===== src/rtl/demux_1x16_deserializer_if.sv =====
// Serial-in / parallel-out bundle for demux_1x16_deserializer.
// master drives the serial side, slave is the deserializer.
interface demux_1x16_deserializer_if #(
    parameter int WIDTH = 16
);
    logic             din;
    logic             din_valid;
    logic             frame_start;
    logic [WIDTH-1:0] dout;
    logic             dout_valid;
    logic             busy;
    logic             frame_err;

    modport master (
        output din, din_valid, frame_start,
        input  dout, dout_valid, busy, frame_err
    );

    modport slave (
        input  din, din_valid, frame_start,
        output dout, dout_valid, busy, frame_err
    );
endinterface


===== src/rtl/demux_1x16_deserializer.sv =====
// 1-bit serial to WIDTH-bit parallel deserializer; bit k of a frame lands on dout[k]. Optional even parity: DEMUX_PARITY_EN.
// Latency: dout/dout_valid register on the edge accepting the last bit (parity bit when enabled).
// No backpressure: every din_valid cycle is consumed; gaps of any length are allowed.
module demux_1x16_deserializer #(
    parameter int WIDTH = 16
) (
    input  logic                        clk,
    input  logic                        rst_n,
    demux_1x16_deserializer_if.slave    bus
);
    localparam int CW = $clog2(WIDTH);
    localparam logic [CW-1:0] LAST = CW'(WIDTH - 1);

    typedef enum logic [1:0] {
        S_IDLE    = 2'd0,
        S_COLLECT = 2'd1,
        S_PARITY  = 2'd2
    } state_t;

    state_t           r_state;
    logic [CW-1:0]    r_cnt;
    logic [WIDTH-1:0] r_shadow;
    logic [WIDTH-1:0] r_dout;
    logic             r_dout_valid;
    logic             r_frame_err;

    always_ff @(posedge clk or negedge rst_n) begin
        if (!rst_n) begin
            r_state      <= S_IDLE;
            r_cnt        <= '0;
            r_shadow     <= '0;
            r_dout       <= '0;
            r_dout_valid <= 1'b0;
            r_frame_err  <= 1'b0;
        end else begin
            r_dout_valid <= 1'b0;
            r_frame_err  <= 1'b0;
            if (bus.din_valid) begin
                case (r_state)
                    S_IDLE: begin
                        if (bus.frame_start) begin
                            r_shadow[0] <= bus.din;
                            r_cnt       <= CW'(1);
                            r_state     <= S_COLLECT;
                        end else begin
                            r_frame_err <= 1'b1;
                        end
                    end
                    S_COLLECT: begin
                        if (bus.frame_start) begin
                            // restart: the new bit is channel 0 of a fresh frame
                            r_frame_err <= 1'b1;
                            r_shadow[0] <= bus.din;
                            r_cnt       <= CW'(1);
                        end else if (r_cnt == LAST) begin
`ifdef DEMUX_PARITY_EN
                            r_shadow[WIDTH-1] <= bus.din;
                            r_cnt             <= '0;
                            r_state           <= S_PARITY;
`else
                            r_dout       <= {bus.din, r_shadow[WIDTH-2:0]};
                            r_dout_valid <= 1'b1;
                            r_cnt        <= '0;
                            r_state      <= S_IDLE;
`endif
                        end else begin
                            r_shadow[r_cnt] <= bus.din;
                            r_cnt           <= r_cnt + CW'(1);
                        end
                    end
`ifdef DEMUX_PARITY_EN
                    S_PARITY: begin
                        if (bus.frame_start) begin
                            r_frame_err <= 1'b1;
                            r_shadow[0] <= bus.din;
                            r_cnt       <= CW'(1);
                            r_state     <= S_COLLECT;
                        end else begin
                            // all WIDTH shadow bits are fresh here, so the full reduction is valid
                            if ((^r_shadow ^ bus.din) == 1'b0) begin
                                r_dout       <= r_shadow;
                                r_dout_valid <= 1'b1;
                            end else begin
                                r_frame_err  <= 1'b1;
                            end
                            r_state <= S_IDLE;
                        end
                    end
`endif
                    default: begin
                        r_state <= S_IDLE;
                        r_cnt   <= '0;
                    end
                endcase
            end
        end
    end

    assign bus.dout       = r_dout;
    assign bus.dout_valid = r_dout_valid;
    assign bus.frame_err  = r_frame_err;
    assign bus.busy       = (r_state != S_IDLE);

endmodule


===== src/flat_wrapper.sv =====
// flat-port wrapper written by rule: the top's interface ports become plain ports
module demux_1x16_deserializer_flat 
#(
    parameter int WIDTH = 16
)
  (clk, rst_n, bus_din, bus_din_valid, bus_frame_start, bus_dout, bus_dout_valid, bus_busy, bus_frame_err);
  demux_1x16_deserializer_if #(.WIDTH(WIDTH)) bus_i ();
  input  logic clk;
  input  logic rst_n;
  input wire logic [$bits(bus_i.din)-1:0] bus_din;
  input wire logic [$bits(bus_i.din_valid)-1:0] bus_din_valid;
  input wire logic [$bits(bus_i.frame_start)-1:0] bus_frame_start;
  output wire logic [$bits(bus_i.dout)-1:0] bus_dout;
  output wire logic [$bits(bus_i.dout_valid)-1:0] bus_dout_valid;
  output wire logic [$bits(bus_i.busy)-1:0] bus_busy;
  output wire logic [$bits(bus_i.frame_err)-1:0] bus_frame_err;
  assign bus_i.din = bus_din;
  assign bus_i.din_valid = bus_din_valid;
  assign bus_i.frame_start = bus_frame_start;
  assign bus_dout = bus_i.dout;
  assign bus_dout_valid = bus_i.dout_valid;
  assign bus_busy = bus_i.busy;
  assign bus_frame_err = bus_i.frame_err;
  demux_1x16_deserializer #(.WIDTH(WIDTH)) u_core (.clk(clk), .rst_n(rst_n), .bus(bus_i));
endmodule

===== config.mk =====
export PLATFORM = sky130hd
export DESIGN_NAME = demux_1x16_deserializer_flat
export DESIGN_NICKNAME = d
export VERILOG_FILES = /design/src/rtl/demux_1x16_deserializer_if.sv /design/src/rtl/demux_1x16_deserializer.sv /design/src/flat_wrapper.sv
export SDC_FILE = /design/constraint.sdc
export NUM_CORES = 1
export LEC_CHECK = 0
export ABC_AREA = 1
export CELL_PAD_IN_SITES_DETAIL_PLACEMENT = 1
export CELL_PAD_IN_SITES_GLOBAL_PLACEMENT = 2
export CORE_MARGIN = 1
export CORE_UTILIZATION = 35
export DETAILED_ROUTE_END_ITERATION = 10
export GPL_TIMING_DRIVEN = 0
export PLACE_DENSITY_LB_ADDON = 0.1
export SLEW_MARGIN = 20
export SYNTH_ARGS = -nofsm -noshare
export SYNTH_HDL_FRONTEND = slang
export SYNTH_SLANG_ARGS = --single-unit

===== constraint.sdc =====
create_clock -name clk -period 2.55 [get_ports clk]
set_input_delay 0.3825 -clock clk [delete_from_list [all_inputs] [get_ports clk]]
set_output_delay 0.3825 -clock clk [all_outputs]
set_load 0.005 [all_outputs]

==> run metrics <==
antenna violations before repair 0; worst-path maximum fanout 5; critical path arrival 1.29 ns; Max Freq 598 MHz; Syn. warnings 0; final period utilization 0.655; Starting DRT DRC Count 78; crit path launch u_core.r_state[0]; hold_ws 0.0416 ns; vias in the first global route 1479; Finished Layout Cells 328; r2r worst-path depth 8; GRT overflow 0; Crit path max-delay family buffers and inverters; H-tree depth 2; Crit Reg-Reg Endpoint u_core.r_shadow[9]; Fin Setup TNS 0 ns; global placer's final weighted congestion 0.739; Syn Area/Cell 8.17 um2; min cycle time layout 1.67 ns; DIE WIDTH 74.8 um; Nets 269; Routed Wire Length 4.10 mm; kind of critical path flop to output pin; Worst-path clk slew 0.07 ns; Core Util, Final 0.446; cell leakage power 1.22 nW; Cells after Synth 227; IO Pins 24; cts-stage hold buffer count 0; # rows 26; Clk Latency, worst-skew pair 0.29 ns; critical path endpoint bus_busy; clock skew 0.00412 ns; hpwl dp 3.10 mm; worst reg-to-reg setup slack 0.98 ns; first drt pass iteration count 4; CTS tree yes; area of the die 5600 um2; kind of end point of the critical path output pin; Core Region 5110 um2; CP Cell Sequence clkdlybuf4s50_1; Vias/cell 4.53; PortBufs 22; height of the die 74.8 um; DR WL/cell 12.5 um; Synth Register Bits 38; Fin. Hold Viols 0; DP Worst Slack 0.648 ns; PostCTS Resize Cnt 0; Sink Count 38; Levels on crit path 1; drt drc 0; PD cells 626 nW/um2; initial core utilization 0.363; first-pass GRT wire length 7.07 mm; status finished, final reports clean; max_cap viols 0; R2R Path Start u_core.r_cnt[0]; root buf cell clkbuf_8; Setup WS post-layout 0.879 ns; CP Buf/Inv Count 1; Setup Buffers After CTS 0; Syn Nets 239; share of layout cells above drive strength 1 0.0775; Worst path max stage delay 0.54 ns; via count 1487; Slew Limit Fails 0; Setup Viol. Count Final 0; synth unique cells 19; number of buffers created by CTS 5; slowest CP cell clkdlybuf4s50_1; dpl cells 320; relative max-transition margin 0.676; antenna cells 0; Detail Route Antenna Nets 0; register area share after synthesis 0.512; Tightest Pin Transition 0.485 ns; Syn-to-layout area delta 22.7%; worst hold path type primary input to async pin; mapped cell area 1860 um2; RSZ-0062 raised after global routing no; GRT Total Usage 0.170; Clock Path Buffers 2; VDD IR max 293 uV; Worst Path Required 2.17 ns; largest net degree at the start of global routing 22; CP startpoint kind flop
-- state kept, by name, indices dropped and copies added (netlist names) --
name,count
u_core.bus.dout,16
u_core.r_shadow,15
u_core.r_cnt,4
u_core.bus.dout_valid,1
u_core.bus.frame_err,1
u_core.r_state,1
-- how the worst min path moves through the flow --
stage	startpoint	endpoint	slack [ns]	depth (start not counted)
detailed placement	rst_n	u_core.bus.dout[6]	0.37	1
CTS	rst_n	u_core.bus.dout[6]	0.05	1
global route	rst_n	u_core.bus.dout[6]	0.07	1
global placement	u_core.r_shadow[8]	u_core.r_shadow[8]	0.46	2
floorplan	rst_n	u_core.bus.dout[0]	0.09	0
finish	rst_n	u_core.bus.dout[6]	0.04	1
-- cell usage after synthesis --
| cell | count | area (um2) |
|---|---|---|
| buf_4 | 2 | 15.0 |
| inv_4 | 1 | 6.26 |
| nand2_1 | 88 | 330 |
| nand3_1 | 16 | 80.1 |
| nor2_8 | 2 | 40.0 |
| nor3_1 | 1 | 5.00 |
| nor2_2 | 1 | 6.26 |
| inv_1 | 18 | 67.6 |
| nor2_1 | 20 | 75.1 |
| nand2_4 | 1 | 11.3 |
| inv_2 | 1 | 3.75 |
| o21ai_0 | 15 | 75.1 |
| ha_1 | 7 | 87.6 |
| dfrtp_1 | 38 | 951 |
| a21oi_1 | 3 | 15.0 |
| nand3_4 | 1 | 17.5 |
| o21ai_1 | 7 | 35.0 |
| buf_6 | 2 | 22.5 |
| clkbuf_1 | 3 | 11.3 |
-- layout make-up --
class | count | area (um2)
Buffer | 7 | 48.8
Clock buffer | 7 | 86.3
Clock inverter | 1 | 5.00
Fill cell | 642 | 2830
Inverter | 20 | 77.6
Multi-Input combinational cell | 162 | 778
Sequential cell | 38 | 951
Tap cell | 70 | 87.6
Timing Repair Buffer | 23 | 243
-- placed cells by master, fill, tap and decap left out --
| master | count |
|---|---|
| nand2_1 | 88 |
| dfrtp_1 | 38 |
| clkdlybuf4s50_1 | 21 |
| nor2_1 | 20 |
| inv_1 | 18 |
| nand3_1 | 16 |
| o21ai_0 | 15 |
| o21ai_1 | 7 |
| ha_1 | 7 |
| clkbuf_8 | 6 |
| clkbuf_1 | 4 |
| a21oi_1 | 3 |
| nor2_8 | 2 |
| buf_6 | 2 |
| buf_4 | 2 |
| inv_2 | 1 |
| nand3_4 | 1 |
| nand2_4 | 1 |
| inv_4 | 1 |
| nor2_2 | 1 |
| nor3_1 | 1 |
| clkinv_2 | 1 |
| buf_2 | 1 |
| buf_16 | 1 |
-- layer usage --
metal	part of all wire	vias to the layer above	wire, um	track usage
met2	0.46	16	1880	0.276
li1	-	764	-	-
met5	0	-	0	0
met4	0.015	0	61	0.0566
met3	0.023	6	93	0.0361
met1	0.51	701	2070	0.225
-- kinds of logic after synthesis --
| group | share of synthesized area |
|---|---|
| and+or+nand+nor | 0.305 |
| DFF | 0.512 |
| buffers and inverters | 0.0681 |
| AOI/OAI and AO/OA | 0.0674 |
| adders and majority gates | 0.0472 |
-- report_power, final --
part / leakage, nW / internal, W / switching (W) / total, W
sequential: 0.512 / 0.000687 / 0.0000629 / 0.000750
clock: 0.0482 / 0.000218 / 0.000204 / 0.000422
combinational: 0.656 / 0.0000842 / 0.000168 / 0.000252
total: 1.22 / 0.000990 / 0.000436 / 0.00143
-- per-stage QoR --
step / power, W / cell area (um2)
2_1_floorplan: 0.000925 / 1860
3_3_place_gp: 0.00101 / 2160
3_5_place_dp: 0.00102 / 2190
4_1_cts: 0.00145 / 2280
5_1_grt: 0.00153 / 2280
6_report: 0.00143 / 2280
Power figures use the tool's default switching activity.
